[src/rtl/ps2_key_event_fifo.sv]
// PS/2 scan-code decoder producing {ext, brk, code} key events, buffered in a
// first-word-fall-through FIFO with valid/ready output and a sticky overflow flag.
module ps2_key_event_fifo #(
    parameter int FIFO_DEPTH       = 8,
    parameter int REPORT_MAKE      = 1,
    parameter int REPORT_BREAK     = 1,
    parameter int TYPEMATIC_FILTER = 1
) (
    input  logic                          clk,
    input  logic                          reset,
    input  logic                          in_valid,
    input  logic [7:0]                    in_data,
    output logic                          out_valid,
    input  logic                          out_ready,
    output logic                          out_ext,
    output logic                          out_brk,
    output logic [7:0]                    out_code,
    output logic [$clog2(FIFO_DEPTH):0]   fifo_count,
    output logic                          overflow,
    input  logic                          clear_ovf
);

    localparam int AW = $clog2(FIFO_DEPTH);

    typedef enum logic [2:0] {
        S_IDLE,
        S_EXT,
        S_BRK,
        S_EXT_BRK,
        S_PAUSE
    } state_t;

    state_t      r_state;
    state_t      w_nextState;
    logic [2:0]  r_skip;
    logic [2:0]  w_nextSkip;

    logic        w_evValid;
    logic        w_evExt;
    logic        w_evBrk;
    logic [7:0]  w_evCode;
    logic        w_ignored;

    logic        r_heldValid;
    logic        r_heldExt;
    logic [7:0]  r_heldCode;
    logic        w_heldMatch;
    logic        w_isMake;
    logic        w_dropRepeat;
    logic        w_evPush;

    logic [9:0]  r_mem [FIFO_DEPTH];
    logic [AW:0] r_wrPtr;
    logic [AW:0] r_rdPtr;
    logic [AW:0] w_count;
    logic        w_full;
    logic        w_pop;
    logic        w_push;
    logic        w_drop;
    logic [9:0]  w_head;

    assign w_ignored = (in_data == 8'hAA) || (in_data == 8'hFA) || (in_data == 8'hFE) ||
                       (in_data == 8'hEE) || (in_data == 8'h00) || (in_data == 8'hFF);

    // An E0/E1 arriving after an E0 restarts the prefix exactly as if seen in IDLE.
    always_comb begin
        w_nextState = r_state;
        w_nextSkip  = r_skip;
        w_evValid   = 1'b0;
        w_evExt     = 1'b0;
        w_evBrk     = 1'b0;
        w_evCode    = in_data;
        if (in_valid) begin
            case (r_state)
                S_IDLE, S_EXT: begin
                    if (in_data == 8'hE0) begin
                        w_nextState = S_EXT;
                    end else if (in_data == 8'hE1) begin
                        w_nextState = S_PAUSE;
                        w_nextSkip  = 3'd7;
                    end else if (in_data == 8'hF0) begin
                        w_nextState = (r_state == S_EXT) ? S_EXT_BRK : S_BRK;
                    end else if (r_state == S_IDLE && w_ignored) begin
                        w_nextState = S_IDLE;
                    end else begin
                        w_evValid   = 1'b1;
                        w_evExt     = (r_state == S_EXT);
                        w_nextState = S_IDLE;
                    end
                end
                S_BRK, S_EXT_BRK: begin
                    if (in_data != 8'hF0) begin
                        w_evValid   = 1'b1;
                        w_evBrk     = 1'b1;
                        w_evExt     = (r_state == S_EXT_BRK);
                        w_nextState = S_IDLE;
                    end
                end
                S_PAUSE: begin
                    w_nextSkip = r_skip - 3'd1;
                    if (r_skip == 3'd1) begin
                        w_evValid   = 1'b1;
                        w_evExt     = 1'b1;
                        w_evCode    = 8'hE1;
                        w_nextState = S_IDLE;
                    end
                end
                default: w_nextState = S_IDLE;
            endcase
        end
    end

    assign w_isMake     = w_evValid && !w_evBrk;
    assign w_heldMatch  = r_heldValid && (r_heldExt == w_evExt) && (r_heldCode == w_evCode);
    assign w_dropRepeat = (TYPEMATIC_FILTER != 0) && w_isMake && w_heldMatch;
    assign w_evPush     = w_evValid && !w_dropRepeat &&
                          (w_isMake ? (REPORT_MAKE != 0) : (REPORT_BREAK != 0));

    assign w_count = r_wrPtr - r_rdPtr;
    assign w_full  = (w_count == (AW + 1)'(FIFO_DEPTH));
    assign w_pop   = out_valid && out_ready;
    assign w_push  = w_evPush && (!w_full || w_pop);
    assign w_drop  = w_evPush && w_full && !w_pop;
    assign w_head  = r_mem[r_rdPtr[AW-1:0]];

    assign out_valid  = (w_count != '0);
    assign out_ext    = w_head[9];
    assign out_brk    = w_head[8];
    assign out_code   = w_head[7:0];
    assign fifo_count = w_count;

    always_ff @(posedge clk or negedge reset) begin
        if (!reset) begin
            r_state <= S_IDLE;
            r_skip  <= 3'd0;
        end else begin
            r_state <= w_nextState;
            r_skip  <= w_nextSkip;
        end
    end

    // Held-key tracking follows decoded events regardless of reporting or FIFO space.
    always_ff @(posedge clk or negedge reset) begin
        if (!reset) begin
            r_heldValid <= 1'b0;
            r_heldExt   <= 1'b0;
            r_heldCode  <= 8'h00;
        end else if (w_isMake) begin
            r_heldValid <= 1'b1;
            r_heldExt   <= w_evExt;
            r_heldCode  <= w_evCode;
        end else if (w_evValid && w_heldMatch) begin
            r_heldValid <= 1'b0;
        end
    end

    always_ff @(posedge clk or negedge reset) begin
        if (!reset) begin
            r_wrPtr  <= '0;
            r_rdPtr  <= '0;
            overflow <= 1'b0;
            for (int i = 0; i < FIFO_DEPTH; i++) begin
                r_mem[i] <= 10'h000;
            end
        end else begin
            if (w_push) begin
                r_mem[r_wrPtr[AW-1:0]] <= {w_evExt, w_evBrk, w_evCode};
                r_wrPtr                <= r_wrPtr + 1'b1;
            end
            if (w_pop) begin
                r_rdPtr <= r_rdPtr + 1'b1;
            end
            if (w_drop) begin
                overflow <= 1'b1;
            end else if (clear_ovf) begin
                overflow <= 1'b0;
            end
        end
    end

endmodule
[config.mk]
export PLATFORM = sky130hd
export DESIGN_NAME = ps2_key_event_fifo
export DESIGN_NICKNAME = d
export VERILOG_FILES = /design/src/rtl/ps2_key_event_fifo.sv
export SDC_FILE = /design/constraint.sdc
export NUM_CORES = 1
export LEC_CHECK = 0
export CAP_MARGIN = 10
export CORE_MARGIN = 4
export CORE_UTILIZATION = 40
export DETAILED_ROUTE_END_ITERATION = 6
export GPL_ROUTABILITY_DRIVEN = 0
export PLACE_DENSITY = 0.55
export SLEW_MARGIN = 30
export SYNTH_ARGS = -nofsm -noshare
export SYNTH_HDL_FRONTEND = slang
export SYNTH_SLANG_ARGS = --single-unit
[constraint.sdc]
create_clock -name clk -period 5.2 [get_ports clk]
set_input_delay 1.3 -clock clk [delete_from_list [all_inputs] [get_ports clk]]
set_output_delay 1.3 -clock clk [all_outputs]
set_load 0.02 [all_outputs]
Word-level counts from Yosys, hierarchy flattened
Index checks and enable logic that the tools add are counted.
{"block": "word_totals", "out_inout_bits": 16, "register_bits": 105, "in_bits": 13, "elab_cells": 118}
{"block": "op_classes", "reduce_logical": 32, "add_sub_neg": 4, "bitwise": 2, "mux": 40, "n_lt_le_gt_ge": 3, "n_eq_ne": 21}
{"operator": "80-bit bitwise mux", "n": 1}
{"operator": "8-bit == test, second input constant", "n": 8}
{"operator": "10-bit binary-select mux with 3-bit select", "n": 1}
{"operator": "10-bit demux with 3-bit select", "n": 1}
{"operator": "10-bit 2-to-1 mux", "n": 3}
{"operator": "8-bit 2-to-1 mux", "n": 3}
{"operator": "1-bit 2-to-1 mux", "n": 20}
{"operator": "3-bit 2-to-1 mux", "n": 6}
{"operator": "1-bit logical AND", "n": 12}
{"operator": "3-bit case mux with 3 select lines", "n": 1}
{"operator": "4-bit by 1-bit adder with 4-bit output, second input constant", "n": 2}
{"operator": "8-bit == test", "n": 1}
{"operator": "4-bit greater-or-equal comparator, second input constant", "n": 2}
{"operator": "8-bit logical NOT", "n": 1}
{"operator": "2-bit inequality test, second input constant", "n": 4}
{"operator": "8-bit inequality test, second input constant", "n": 1}
{"operator": "3-bit NOT with 4-bit output", "n": 2}
{"operator": "3-bit by 1-bit == test with 1-bit output, second input constant", "n": 2}
{"operator": "3-bit by 2-bit == test with 1-bit output, second input constant", "n": 2}
{"operator": "1-bit logical OR", "n": 6}
{"operator": "1-bit case mux with 3 select lines", "n": 2}
{"operator": "3-bit case mux with 2 select lines", "n": 1}
{"operator": "2-bit nonzero test", "n": 3}
{"operator": "4-bit == test, second input constant", "n": 1}
{"operator": "other kinds (12)", "n": 16}

Depth between registers and ports, before layout
{"block": "logic_depth", "ltp_word": 22, "mapped_depth": 10, "depth_no_buf": 9}

Least setup slack after synthesis
OpenSTA, ideal clock, no wires.
{"block": "synth_path", "path_type": "register to output", "start": "register r_rdPtr[1]", "end": "output port out_valid", "t_required_ns": 3.900, "stages_incl_launch_ff": 7, "arrival_ns": 2.213, "path_slack_ns": 1.687, "path_buffers": 1, "path_cell_list": "dfrtp_1 -> buf_1 -> inv_1 -> ha_1 -> and3b_1 -> or3_1 -> a2111o_1"}
{"block": "synth_between", "elab_chain_cells": 2}
{"element": "start, declared", "line_no": "54", "source": "logic [AW:0] r_rdPtr;"}
{"element": "start signal, assigned", "line_no": "171", "source": "r_rdPtr <= r_rdPtr + 1'b1;"}
{"element": "4-bit subtractor", "line_no": "119", "source": "assign w_count = r_wrPtr - r_rdPtr;"}
{"element": "4-bit nonzero test", "line_no": "126", "source": "assign out_valid = (w_count != '0);"}
{"element": "end, declared", "line_no": "13", "source": "output logic out_valid,"}
No other way between the ends.

Worst setup path after layout
{"block": "layout_path", "start": "register r_rdPtr[2]", "end": "output port out_valid"}
The elaborated chain is that of the path after synthesis.

==> results.cfg <==
[clocking]
cts_resized = 0
clock_sinks = 105
cts.htree.levels = 3
tritoncts = built
cts.path.max_buffers = 2
cts_root_buffer = clkbuf_16
numCtsBuffers = 9
worstSkewPairLatency_ns = 0.36
cts.hold.buffers_added = 0
clock_slew_at_reported_path_ffs_ns = 0.07
cts.repair_timing.setup_buffer_count = 0

[timing]
timing.fmax_mhz = 230
report.final.hold_viol_count = 0
rsz_0062_raised_after_global_routing = false
setup-tns-final_ns = 0
actual_slew_at_the_worst_max_slew_pin_ns = 0.909
maxSlewViolCount = 0
maxSlewHeadroom_pct = 39.4
timing.final.crit_period_ns = 4.36
finClkSkew_ns = 0.0101
final.period_utilization_pct = 83.8
fin_ws_ns = 0.844
final_count_of_negative_setup_slack_endpoints = 0

[run]
max_cap_violations = 0

[critical_path]
startpoint = r_rdPtr[2]$_DFFE_PN0P_
reg2reg_from = r_wrPtr[0]$_DFFE_PN0P_
worst_setup_end_kind = output pin
worst-r2r-setup-slack_ns = 1.95
critPathArrivalTime_ns = 3.06
r2r_end = r_mem[5]$_DFFE_PN0P_
critical_path_required_ns = 3.90
setup.worst_path.start_class = flop
worst-path-max-fanout = 10
cp-endpoint = out_valid
reg2reg_depth = 10
timing.setup.critical_path_class = flop to output pin

[layout]
multi_input_comb_area_sq_mm = 0.00303
fill_cells = 1344
antennaDiodeCount = 0
flow.area_growth_from_synthesis_pct = 10.6
layout.cells.most_common = dfrtp_1
layout.cells.most_common_list = 105 x dfrtp_1, 72 x mux2_4, 42 x nand2_1
design.final.nets = 492
drive_above_1_share_pct = 30.5
post_layout_nonfiller_instances = 660
final-seq-area_sq_mm = 0.00263

[power_and_ir_drop]
power_switching_w = 0.00144
power_density_mw_per_mm2 = 597
power.leakage_nw = 3.08
total_power_w = 0.00393
comb_power_share_pct = 48.2
power_frac_seq_pct = 35.2
internal_power_w = 0.00249
sw_frac_of_total_pct = 36.7
vdd.ir_drop.worst_v = 0.000437
part_of_the_total_power_dissipated_in_the_clock_network_pct = 16.6

[placed_design]
placement.io_buffers = 28
place_hpwl_mm = 8.96
dp_slack_ns = 0.596
inst_count_dp = 644

[die]
num_io_pins = 29
initial_core_util_pct = 40.9
row_count = 44
placeableCoreArea_sq_mm = 0.0145
die_area_sq_mm = 0.0169
chipWidth_um = 130
die_height_um = 130

[logic_synthesis]
synth-edff-count = 0
synthesis.area_sq_mm = 0.00595
yosys-top-cells-area = dfrtp_1 44%, mux2_4 18%, mux4_2 7.6%
synthCells = 453
synth_area_leader_cell = dfrtp_1
synth_top_area_share_pct = 44.2
yosysWarningCount = 0
yosysSeqAreaShare_pct = 44.2
ys_types = 69
postSynthNetCount = 474
ys_dominant_reg_cell = dfrtp_1
postSynthRegisterBits = 105
syn_area_per_cell_sq_um = 13.1
postSynth.asyncResetShare_pct = 100

[global_route]
antenna_found_initial = 0
grt_start_max_net_pins = 72
gr-usage-all-layers_pct = 16.9
first_pass_grt_wire_length_mm = 21.8
grt_overflow_total = 0
first_global_vias = 3854

[drt]
postRouteAntennaNets = 0
avgRoutedWirePerCell_um = 19.8
iter_0_drt_violations = 201
vias_per_cell = 5.45
drc_errors = 0
drt_wl_total_mm = 13.1
routed-via-count = 3597
drt_pre_antenna_iters = 4

[min_path]
class_of_the_tightest_hold_or_removal_check = flop to flop

[outcome]
status = completed
==> registers in the layout (all words and copies together), names as in the netlist, 3 cells and up <==
signal      flops
r_state         3
r_skip          3
r_heldCode      8
r_rdPtr         4
r_wrPtr         4
r_mem          80
==> synth_stat cells (3+ instances only) <==
cell type and n:
a21oi_1 13, and2_1 3, nor2b_1 6, mux2_4 72, ha_1 7, nand2b_1 4, inv_1 22, nand3_1 3
clkbuf_1 9, mux4_2 20, buf_8 7, or3_1 3, a31oi_1 3, nor2_1 9, dfrtp_1 105, nand2_1 42
o21ai_0 9, xnor2_1 11, o2111ai_1 3, mux2_2 9, buf_1 3, buf_2 5, o21bai_4 7, nand4_1 5
o22ai_1 10, o211ai_1 10
==> worst min-delay path by stage <==
| stage | depth (start not counted) | endpoint | startpoint | slack, ns |
|---|---|---|---|---|
| after floorplan | 1 | r_heldValid$_DFFE_PN0P_ | r_heldValid$_DFFE_PN0P_ | 0.47 |
| after global placement | 1 | r_rdPtr[3]$_DFFE_PN0P_ | r_rdPtr[3]$_DFFE_PN0P_ | 0.48 |
| after detailed placement | 1 | r_rdPtr[3]$_DFFE_PN0P_ | r_rdPtr[3]$_DFFE_PN0P_ | 0.49 |
| after CTS | 1 | r_rdPtr[3]$_DFFE_PN0P_ | r_rdPtr[3]$_DFFE_PN0P_ | 0.50 |
| after global routing | 1 | r_mem[44]$_DFFE_PN0P_ | r_mem[44]$_DFFE_PN0P_ | 0.52 |
| final | 1 | r_rdPtr[3]$_DFFE_PN0P_ | r_rdPtr[3]$_DFFE_PN0P_ | 0.50 |
==> final cells by class <==
cell class / instances / share of cell area [%]
tap: 184 / 3.50
clock buffer: 9 / 3.42
timing repair buffer: 34 / 4.96
sequential: 105 / 39.9
clock inverter: 7 / 0.818
multi-input combinational: 297 / 46.0
inverter: 24 / 1.37
==> kinds of logic (layout without fill, tap and decap cells) <==
family | count (synthesis) | after routing | synth area share [%]
multiplexers | 102 | 102 | 27.6
adder cells (fa/ha/maj) | 8 | 8 | 1.81
flip-flops | 105 | 105 | 44.2
buffers and inverters | 51 | 74 | 4.96
XOR/XNOR | 12 | 12 | 1.77
AND/OR/NAND/NOR | 97 | 97 | 8.54
AO/OA/AOI/OAI | 78 | 78 | 11.1
==> metal layers <==
layer | up-vias | GRT usage (%) | wire, um
li1 | 1686 | - | -
met1 | 1845 | 24.5 | 6550
met2 | 58 | 25.6 | 5980
met3 | 8 | 4.58 | 449
met4 | 0 | 3.55 | 119
met5 | - | 0 | 0
==> power by group through the flow <==
stage / sequential, W / clock (W) / combinational [W]
after CTS: 0.00138 / 0.000676 / 0.00192
after global placement: 0.00137 / 0 / 0.00189
after floorplan: 0.00133 / 0 / 0.00140
after detailed placement: 0.00139 / 0 / 0.00192
final: 0.00138 / 0.000651 / 0.00189
after global routing: 0.00143 / 0.000708 / 0.00207
==> metrics by stage <==
| step | cell area [sq um] | hold slack [ns] | util [%] |
|---|---|---|---|
| after floorplan | 5950 | 0.466 | - |
| after global placement | 6300 | 0.482 | 43.3 |
| after detailed placement | 6300 | 0.489 | 43.3 |
| after CTS | 6580 | 0.501 | 45.2 |
| after global routing | 6580 | 0.517 | 45.3 |
| final | 6580 | 0.499 | 45.3 |
==> critical path, cell delays in order, from the launching register on <==
cell,delay [ns]
dfrtp_1,0.35
clkinv_1,0.28
ha_1,0.43
and3b_1,0.20
or3_1,0.44
a2111o_1,0.44
clkdlybuf4s50_1,0.55
(Power assumes the default switching activity.)
